[src/rtl/montre_de1_sysid_check_if.sv]
// Avalon-MM read-only link between the sysid check sequencer and the system-ID slave.
`default_nettype none

interface montre_de1_sysid_check_if;
  logic        sid_address;
  logic        sid_read;
  logic [31:0] sid_readdata;

  modport master (output sid_address, output sid_read, input sid_readdata);
  modport slave  (input sid_address, input sid_read, output sid_readdata);
endinterface

`default_nettype wire

[src/rtl/montre_de1_sysid_check.sv]
// Boot-time system-ID check: reads ID and timestamp words, compares them to build-time values,
// retries on mismatch and publishes a sticky pass/fail result. Rev 1.0
`default_nettype none

module montre_de1_sysid_check #(
  parameter logic [31:0] EXPECTED_ID  = 32'd0,
  parameter logic [31:0] EXPECTED_TS  = 32'd1684023273,
  parameter int          READ_LATENCY = 0,
  parameter int          RETRY_MAX    = 3,
  parameter bit          AUTO_START   = 1'b1
) (
  input  logic                          clock,
  input  logic                          reset_n,
  input  logic                          start,
  montre_de1_sysid_check_if.master      sid,
  output logic                          busy,
  output logic                          done,
  output logic                          pass,
  output logic                          id_ok,
  output logic                          ts_ok,
  output logic [31:0]                   id_value,
  output logic [31:0]                   ts_value,
  output logic [2:0]                    retries
);

  localparam logic [2:0] S_IDLE    = 3'd0;
  localparam logic [2:0] S_RD_ID   = 3'd1;
  localparam logic [2:0] S_WAIT_ID = 3'd2;
  localparam logic [2:0] S_RD_TS   = 3'd3;
  localparam logic [2:0] S_WAIT_TS = 3'd4;
  localparam logic [2:0] S_CHECK   = 3'd5;
  localparam logic [2:0] S_DONE    = 3'd6;

  localparam bit         HAS_WAIT    = (READ_LATENCY > 0);
  localparam logic [1:0] LAST_WAIT   = HAS_WAIT ? 2'(READ_LATENCY - 1) : 2'd0;
  localparam logic [2:0] RETRY_LIMIT = 3'(RETRY_MAX);

  logic [2:0] state;
  logic [2:0] state_next;
  logic [1:0] wait_cnt;
  logic [2:0] retry_cnt;
  logic       auto_pending;
  logic       addr_hold;
  logic       launch;
  logic       wait_last;
  logic       cap_id;
  logic       cap_ts;
  logic       id_match;
  logic       ts_match;
  logic       give_up;

  // auto_pending is armed by reset so the first IDLE cycle after release launches a check
  assign launch    = start | auto_pending;
  assign wait_last = (wait_cnt == LAST_WAIT);
  assign cap_id    = HAS_WAIT ? (state == S_WAIT_ID && wait_last) : (state == S_RD_ID);
  assign cap_ts    = HAS_WAIT ? (state == S_WAIT_TS && wait_last) : (state == S_RD_TS);
  assign id_match  = (id_value == EXPECTED_ID);
  assign ts_match  = (ts_value == EXPECTED_TS);
  assign give_up   = (id_match & ts_match) | (retry_cnt == RETRY_LIMIT);

  always_ff @(posedge clock) begin
    if (!reset_n) state <= S_IDLE;
    else          state <= state_next;
  end

  always_comb begin
    state_next = state;
    case (state)
      S_IDLE:    if (launch) state_next = S_RD_ID;
      S_RD_ID:   state_next = HAS_WAIT ? S_WAIT_ID : S_RD_TS;
      S_WAIT_ID: if (wait_last) state_next = S_RD_TS;
      S_RD_TS:   state_next = HAS_WAIT ? S_WAIT_TS : S_CHECK;
      S_WAIT_TS: if (wait_last) state_next = S_CHECK;
      S_CHECK:   state_next = give_up ? S_DONE : S_RD_ID;
      S_DONE:    state_next = S_IDLE;
      default:   state_next = S_IDLE;
    endcase
  end

  always_comb begin
    sid.sid_read    = (state == S_RD_ID) || (state == S_RD_TS);
    sid.sid_address = addr_hold;
    if (state == S_RD_ID)      sid.sid_address = 1'b0;
    else if (state == S_RD_TS) sid.sid_address = 1'b1;
    busy = (state != S_IDLE) && (state != S_DONE);
    done = (state == S_DONE);
  end

  always_ff @(posedge clock) begin
    if (!reset_n) begin
      auto_pending <= AUTO_START;
      addr_hold    <= 1'b0;
      wait_cnt     <= 2'd0;
      retry_cnt    <= 3'd0;
      pass         <= 1'b0;
      id_ok        <= 1'b0;
      ts_ok        <= 1'b0;
      id_value     <= 32'd0;
      ts_value     <= 32'd0;
      retries      <= 3'd0;
    end else begin
      if (state == S_IDLE && launch) begin
        auto_pending <= 1'b0;
        pass         <= 1'b0;
        id_ok        <= 1'b0;
        ts_ok        <= 1'b0;
        retry_cnt    <= 3'd0;
      end
      if (state == S_RD_ID) addr_hold <= 1'b0;
      if (state == S_RD_TS) addr_hold <= 1'b1;
      if (state == S_WAIT_ID || state == S_WAIT_TS)
        wait_cnt <= wait_last ? 2'd0 : wait_cnt + 2'd1;
      else
        wait_cnt <= 2'd0;
      if (cap_id) id_value <= sid.sid_readdata;
      if (cap_ts) ts_value <= sid.sid_readdata;
      // result registers settle on entry to DONE so they are valid alongside the done pulse
      if (state == S_CHECK) begin
        id_ok <= id_match;
        ts_ok <= ts_match;
        if (give_up) begin
          pass    <= id_match & ts_match;
          retries <= retry_cnt;
        end else begin
          retry_cnt <= retry_cnt + 3'd1;
        end
      end
    end
  end

endmodule

`default_nettype wire

[src/flat_wrapper.sv]
// flat-port wrapper written by rule: the top's interface ports become plain ports
module montre_de1_sysid_check_flat 
#(
  parameter logic [31:0] EXPECTED_ID  = 32'd0,
  parameter logic [31:0] EXPECTED_TS  = 32'd1684023273,
  parameter int          READ_LATENCY = 0,
  parameter int          RETRY_MAX    = 3,
  parameter bit          AUTO_START   = 1'b1
)
  (clock, reset_n, start, busy, done, pass, id_ok, ts_ok, id_value, ts_value, retries, sid_sid_address, sid_sid_read, sid_sid_readdata);
  montre_de1_sysid_check_if sid_i ();
  input  logic clock;
  input  logic reset_n;
  input  logic start;
  output logic busy;
  output logic done;
  output logic pass;
  output logic id_ok;
  output logic ts_ok;
  output logic [31:0] id_value;
  output logic [31:0] ts_value;
  output logic [2:0] retries;
  output wire logic [$bits(sid_i.sid_address)-1:0] sid_sid_address;
  output wire logic [$bits(sid_i.sid_read)-1:0] sid_sid_read;
  input wire logic [$bits(sid_i.sid_readdata)-1:0] sid_sid_readdata;
  assign sid_sid_address = sid_i.sid_address;
  assign sid_sid_read = sid_i.sid_read;
  assign sid_i.sid_readdata = sid_sid_readdata;
  montre_de1_sysid_check #(.EXPECTED_ID(EXPECTED_ID), .EXPECTED_TS(EXPECTED_TS), .READ_LATENCY(READ_LATENCY), .RETRY_MAX(RETRY_MAX), .AUTO_START(AUTO_START)) u_core (.clock(clock), .reset_n(reset_n), .start(start), .sid(sid_i), .busy(busy), .done(done), .pass(pass), .id_ok(id_ok), .ts_ok(ts_ok), .id_value(id_value), .ts_value(ts_value), .retries(retries));
endmodule
[config.mk]
export PLATFORM = sky130hd
export DESIGN_NAME = montre_de1_sysid_check_flat
export DESIGN_NICKNAME = d
export VERILOG_FILES = /design/src/rtl/montre_de1_sysid_check_if.sv /design/src/rtl/montre_de1_sysid_check.sv /design/src/flat_wrapper.sv
export SDC_FILE = /design/constraint.sdc
export NUM_CORES = 1
export LEC_CHECK = 0
export CORE_MARGIN = 5
export CORE_UTILIZATION = 41
export CTS_CLUSTER_DIAMETER = 80
export DETAILED_ROUTE_END_ITERATION = 10
export MAX_ROUTING_LAYER = met4
export PLACE_DENSITY = 0.75
export SYNTH_ARGS = -nofsm -noshare
export SYNTH_HDL_FRONTEND = slang
export SYNTH_SLANG_ARGS = --single-unit
[constraint.sdc]
create_clock -name clock -period 1.6 [get_ports clock]
set_input_delay 0.32 -clock clock [delete_from_list [all_inputs] [get_ports clock]]
set_output_delay 0.32 -clock clock [all_outputs]
set_load 0.02 [all_outputs]
---- Yosys cells after proc, flatten, opt, wreduce, memory -nomap -nowiden ----
Cells that the tools add are included.
W data, S select, Z words.
word-level totals
  register bits ........................... 80
  input bits .............................. 35
  output and inout bits ................... 74
  word-level logic and storage cells ...... 61
operators by class
  equal/unequal tests ..................... 12
  add/subtract/negate cells ............... 2
  multiplexer cells ....................... 18
  reductions and logical operators ........ 13
  bitwise logic cells ..................... 5
operators with widths
  kind                    count
  $eq A32 B31 Y1 const B  1
  $logic_not A32 Y1       1
  $mux W3                 7
  $pmux W3 S6             1
  $mux W1                 10
  $eq A3 B2 Y1 const B    3
  $eq A3 B3 Y1 const B    3
  $ne A2 B1 Y1 const B    3
  $reduce_bool A2 Y1      2
  $add A3 B1 Y3 const B   1
  $eq A3 B1 Y1 const B    1
  $logic_not A3 Y1        1
  $ne A3 B3 Y1 const B    1
  $reduce_and A3 Y1       1
  $reduce_bool A3 Y1      1
  $reduce_or A3 Y1        1
  $add A2 B1 Y2 const B   1
  $logic_and A1 B1 Y1     2
  $logic_not A2 Y1        1
  $logic_or A1 B1 Y1      2
  $not A1 Y1              2
  $or A1 B1 Y1            2
  $reduce_and A2 Y1       1
  $and A1 B1 Y1           1

---- Longest topological paths before layout ----
  depth in word-level cells ............... 5
  mapped depth ............................ 7
  mapped depth without buffers ............ 6

---- Least setup slack after synthesis ----
Ideal clock, no wire load.
  path type ............................... register -> register
  from .................................... register u_core.id_value[28]
  to ...................................... register u_core.retries[0]
  data required time ...................... 1,471 ps
  stages on the path, launching flop included .. 6
  data arrival time ....................... 1,544 ps
  buffers on the path ..................... 0
  clock period less this slack ............ 1,673 ps
  setup time .............................. 129 ps
  slack ................................... -73 ps
  cells stage by stage .................... dfxtp_1 -> nor4_1 -> nand2_1 -> nor4_4 -> and2_4 -> o211ai_1
between the ends
  cells in the longest elaborated chain, start to end .. 4
RTL lines
  element                             line                           text
  start: declaration                  montre_de1_sysid_check.sv:21   output logic [31:0] id_value,
  start signal: assignment            montre_de1_sysid_check.sv:115  if (cap_id) id_value <= sid.sid_readdata;
  $logic_not A32 Y1                   montre_de1_sysid_check.sv:57   assign id_match = (id_value == EXPECTED_ID);
  $and A1 B1 Y1                       montre_de1_sysid_check.sv:59   assign give_up = (id_match & ts_match) | (retry_cnt == RETRY_LIMIT);
  $or A1 B1 Y1                        montre_de1_sysid_check.sv:59
  $reduce_and A2 Y1 (no source line)  n/a
  end signal: assignment              montre_de1_sysid_check.sv:123  retries <= retry_cnt;
  end: declaration                    montre_de1_sysid_check.sv:23   output logic [2:0] retries
Every way passes these cells.
A chain may end at the register's enable or synchronous reset.

---- Worst setup path after layout ----
  from .................................... register u_core.id_value[27]
  to ...................................... register u_core.state[1]
between the ends
  cells in the longest elaborated chain, start to end .. 5
RTL lines
  element                 line                          text
  $logic_not A32 Y1       montre_de1_sysid_check.sv:57
  $and A1 B1 Y1           montre_de1_sysid_check.sv:59
  $or A1 B1 Y1            montre_de1_sysid_check.sv:59
  $mux W3                 montre_de1_sysid_check.sv:74  S_CHECK: state_next = give_up ? S_DONE : S_RD_ID;
  $pmux W3 S6             montre_de1_sysid_check.sv:68  case (state)
  end signal: assignment  montre_de1_sysid_check.sv:63  else state <= state_next;
  end: declaration        montre_de1_sysid_check.sv:38  logic [2:0] state;
Every way passes these cells.

==> reports/metrics.cfg <==
[setup_path]
critPathMaxFanout=8
path_depth=6
required_ns=1.88
cpPeakStageDelay_ns=0.34
start_kind=flop
end_kind=flop
crit_chain=nor4_2, nand2_2, nor4_4, buf_6, and2_4, o311a_1
slowest_stage=dfxtp_1
r2r_setup_slack_ns=0.004
cp.arrival_ns=1.88
crit_buf_inv=1
cpLargestDelayFamily=simple AND/OR/NAND/NOR gates
worstRegToRegCells=6
critPathKind=flop to flop

[global_route]
antenna_found_initial=0
grt_pass1_wl_mm=16.7
grt_usage_pct=21.2
grt_pass1_vias=3383
overflow=0
grt_max_degree=37

[placement]
port_buffers=108
place_congestion=0.834
placed_cells=639
hpwl_mm=7.37

[timing]
max_slew_margin_pct=61.0
fmax_ghz=0.627
final-hold-violation-count=0
fin_crit_sh_pct=99.8
hold_slack_ns=0.433
min_period_ns=1.60
worst_pin_slew_ns=0.585
rsz0062_at_grt=yes
fin_tns_setup_ns=0
fin_skew_ns=0.00949
finalSetupViolCount=0
slew_violations=0

[clocking]
clockBufferDepth=2
root_buffer=clkbuf_8
cts-htree-levels=3
hold_buffers=0
cts.clk_slew.worst_paths_ns=0.08
cts_tree=built
clock_sinks=80
insertion_delay_ns=0.35
numCtsBuffers=9

[synth]
synth-seq-cells=80
yosys.area_share.xor_xnor_pct=0.260
seq_area_frac_synth_pct=47.6
synth-compound-area-share_pct=18.6
syn_nets=447
synth_edf_count=0
synth_fa_ha_area_share_pct=1.12
synth_warnings=0
synthSimpleGateAreaFrac_pct=27.8
synth-async-reset-ratio_pct=0
ys.flop_type=dfxtp_1
muxShareOfSynthArea_pct=0.892
syn_area_um2=3370
ys_types=37
syn_area_per_cell_um2=8.23
syn_inst=409
synth_top_family_by_area=simple AND/OR/NAND/NOR gates

[detailed_routing]
via_per_inst=5.09
finalWirelength_mm=10.2
vias=3355
wl_per_cell_um=15.5
drc=0
postRouteAntennaNets=0
drt-pass1-iter-count=4
drtIter0Drc=125

[pwr]
sequentialPowerShare_pct=44.4
p_per_area_nw_per_um2=953
p_clk_share_pct=35.8
comb_power_share_pct=19.7
power_leakage_nw=2.27
p_int_mw=3.60
peakVddDrop_v=0.000427
switching_share_pct=27.7
power.switching_mw=1.38

[floorplanning]
fp.dieW_um=101
io_pins=109
core_area_um2=8090
initial_core_util_pct=41.6
die_y_um=101
num_rows=33
die_area_um2=10100

[layout]
final_common_cell=nand2_1
finalNetCount=587
drive_gt1_share_pct=20.4
area_growth_pct=54.9
num_antenna_cells=0
layout_common_cells=nand2_1 (138), dlygate4sd2_1 (70), a21boi_0 (64)
instances_no_fill=659

[hold_path]
hp-class=flop to flop
worstHoldPathCells=1

[status]
outcome=complete, no violations

[flow_run]
maxCapViolCount=0

==> path summary, 6_finish.rpt <==
check,start,end
min reg2reg,u_core.wait_cnt[0]$_SDFF_PP0_,u_core.wait_cnt[0]$_SDFF_PP0_
min,u_core.wait_cnt[0]$_SDFF_PP0_,u_core.wait_cnt[0]$_SDFF_PP0_
max reg2reg,u_core.id_value[27]$_SDFFE_PN0P_,u_core.state[1]$_SDFFE_PN0P_
max,u_core.id_value[27]$_SDFFE_PN0P_,u_core.state[1]$_SDFFE_PN0P_
==> metrics by stage <==
step                util [%]  setup slack, ns  cell area [um2]  power, mW
floorplan                  -          -0.0189             3380       2.68
global placement        59.9           -0.123             4850       3.20
detailed placement      59.9           -0.166             4850       3.22
CTS                     62.6          -0.0474             5060       4.93
global route            64.4          -0.0743             5220       5.19
finish                  64.4          0.00391             5220       4.97
==> registers in the layout, indices dropped and copies added, names as in the netlist <==
name                 cells
u_core.wait_cnt          2
u_core.auto_pending      1
u_core.retry_cnt         3
u_core.id_ok             1
u_core.id_value         32
u_core.ts_value         32
u_core.addr_hold         1
u_core.pass              1
u_core.ts_ok             1
u_core.retries           3
u_core.state             3
==> power by group through the flow <==
stage               Clock (mW)  Sequential, mW  Combinational, mW
detailed placement           0            2.23              0.988
global placement             0            2.22              0.979
global route              1.90            2.22               1.07
floorplan                    0            2.34              0.344
finish                    1.78            2.21              0.981
CTS                       1.81            2.18              0.936
==> area by class of cell <==
class / count / area (um2)
clock inverter: 7 / 120
sequential: 80 / 1630
clock buffer: 9 / 124
tap: 105 / 131
multi-input combinational: 295 / 1800
inverter: 7 / 26.3
timing repair buffer: 156 / 1380
fill: 725 / 2880
==> repair_timing <==
item,4_1_cts,5_1_grt
buffers inserted,3,1
endpoints found under the setup margin,87,30
pin swaps,3,16
resized for setup,95,38
==> worst register-to-register path, cell delays in order, from the launching register on <==
cell and delay (ns):
dfxtp_1 0.34, nor4_2 0.30, nand2_2 0.11, nor4_4 0.29, buf_6 0.17, and2_4 0.17
o311a_1 0.16
==> Yosys cell counts, drive strengths merged (2+ instances only) <==
cell | instances | area share, %
a21boi | 67 | 15
a21oi | 2 | 0.30
a31oi | 3 | 0.56
and2 | 2 | 0.45
and3 | 4 | 0.74
and4b | 2 | 0.59
clkbuf | 26 | 2.9
dfxtp | 80 | 48
ha | 3 | 1.1
inv | 7 | 0.78
mux2i | 3 | 0.89
nand2 | 144 | 16
nand2b | 4 | 0.74
nand3 | 14 | 2.1
nand3b | 3 | 0.67
nand4 | 2 | 0.37
nor2 | 7 | 0.78
nor3 | 2 | 0.45
nor4 | 12 | 2.7
nor4b | 3 | 0.78
nor4bb | 2 | 0.59
o211ai | 3 | 0.67
o21ai | 4 | 0.59
==> per-layer routing <==
metal / vias to the layer above / wire length [um] / track usage, %
met1: 1580 / 4610 / 27.1
li1: 1656 / - / -
met3: 8 / 804 / 6.09
met4: 0 / 78 / 6.11
met5: - / 0 / -
met2: 111 / 4750 / 32.8
==> logic make-up after synthesis <==
logic type	count (synthesis)
flops	80
simple gates	205
compound gates	83
xor+xnor	1
fa+ha+maj	3
mux	3
buf+inv	34
(Power assumes the default switching activity.)
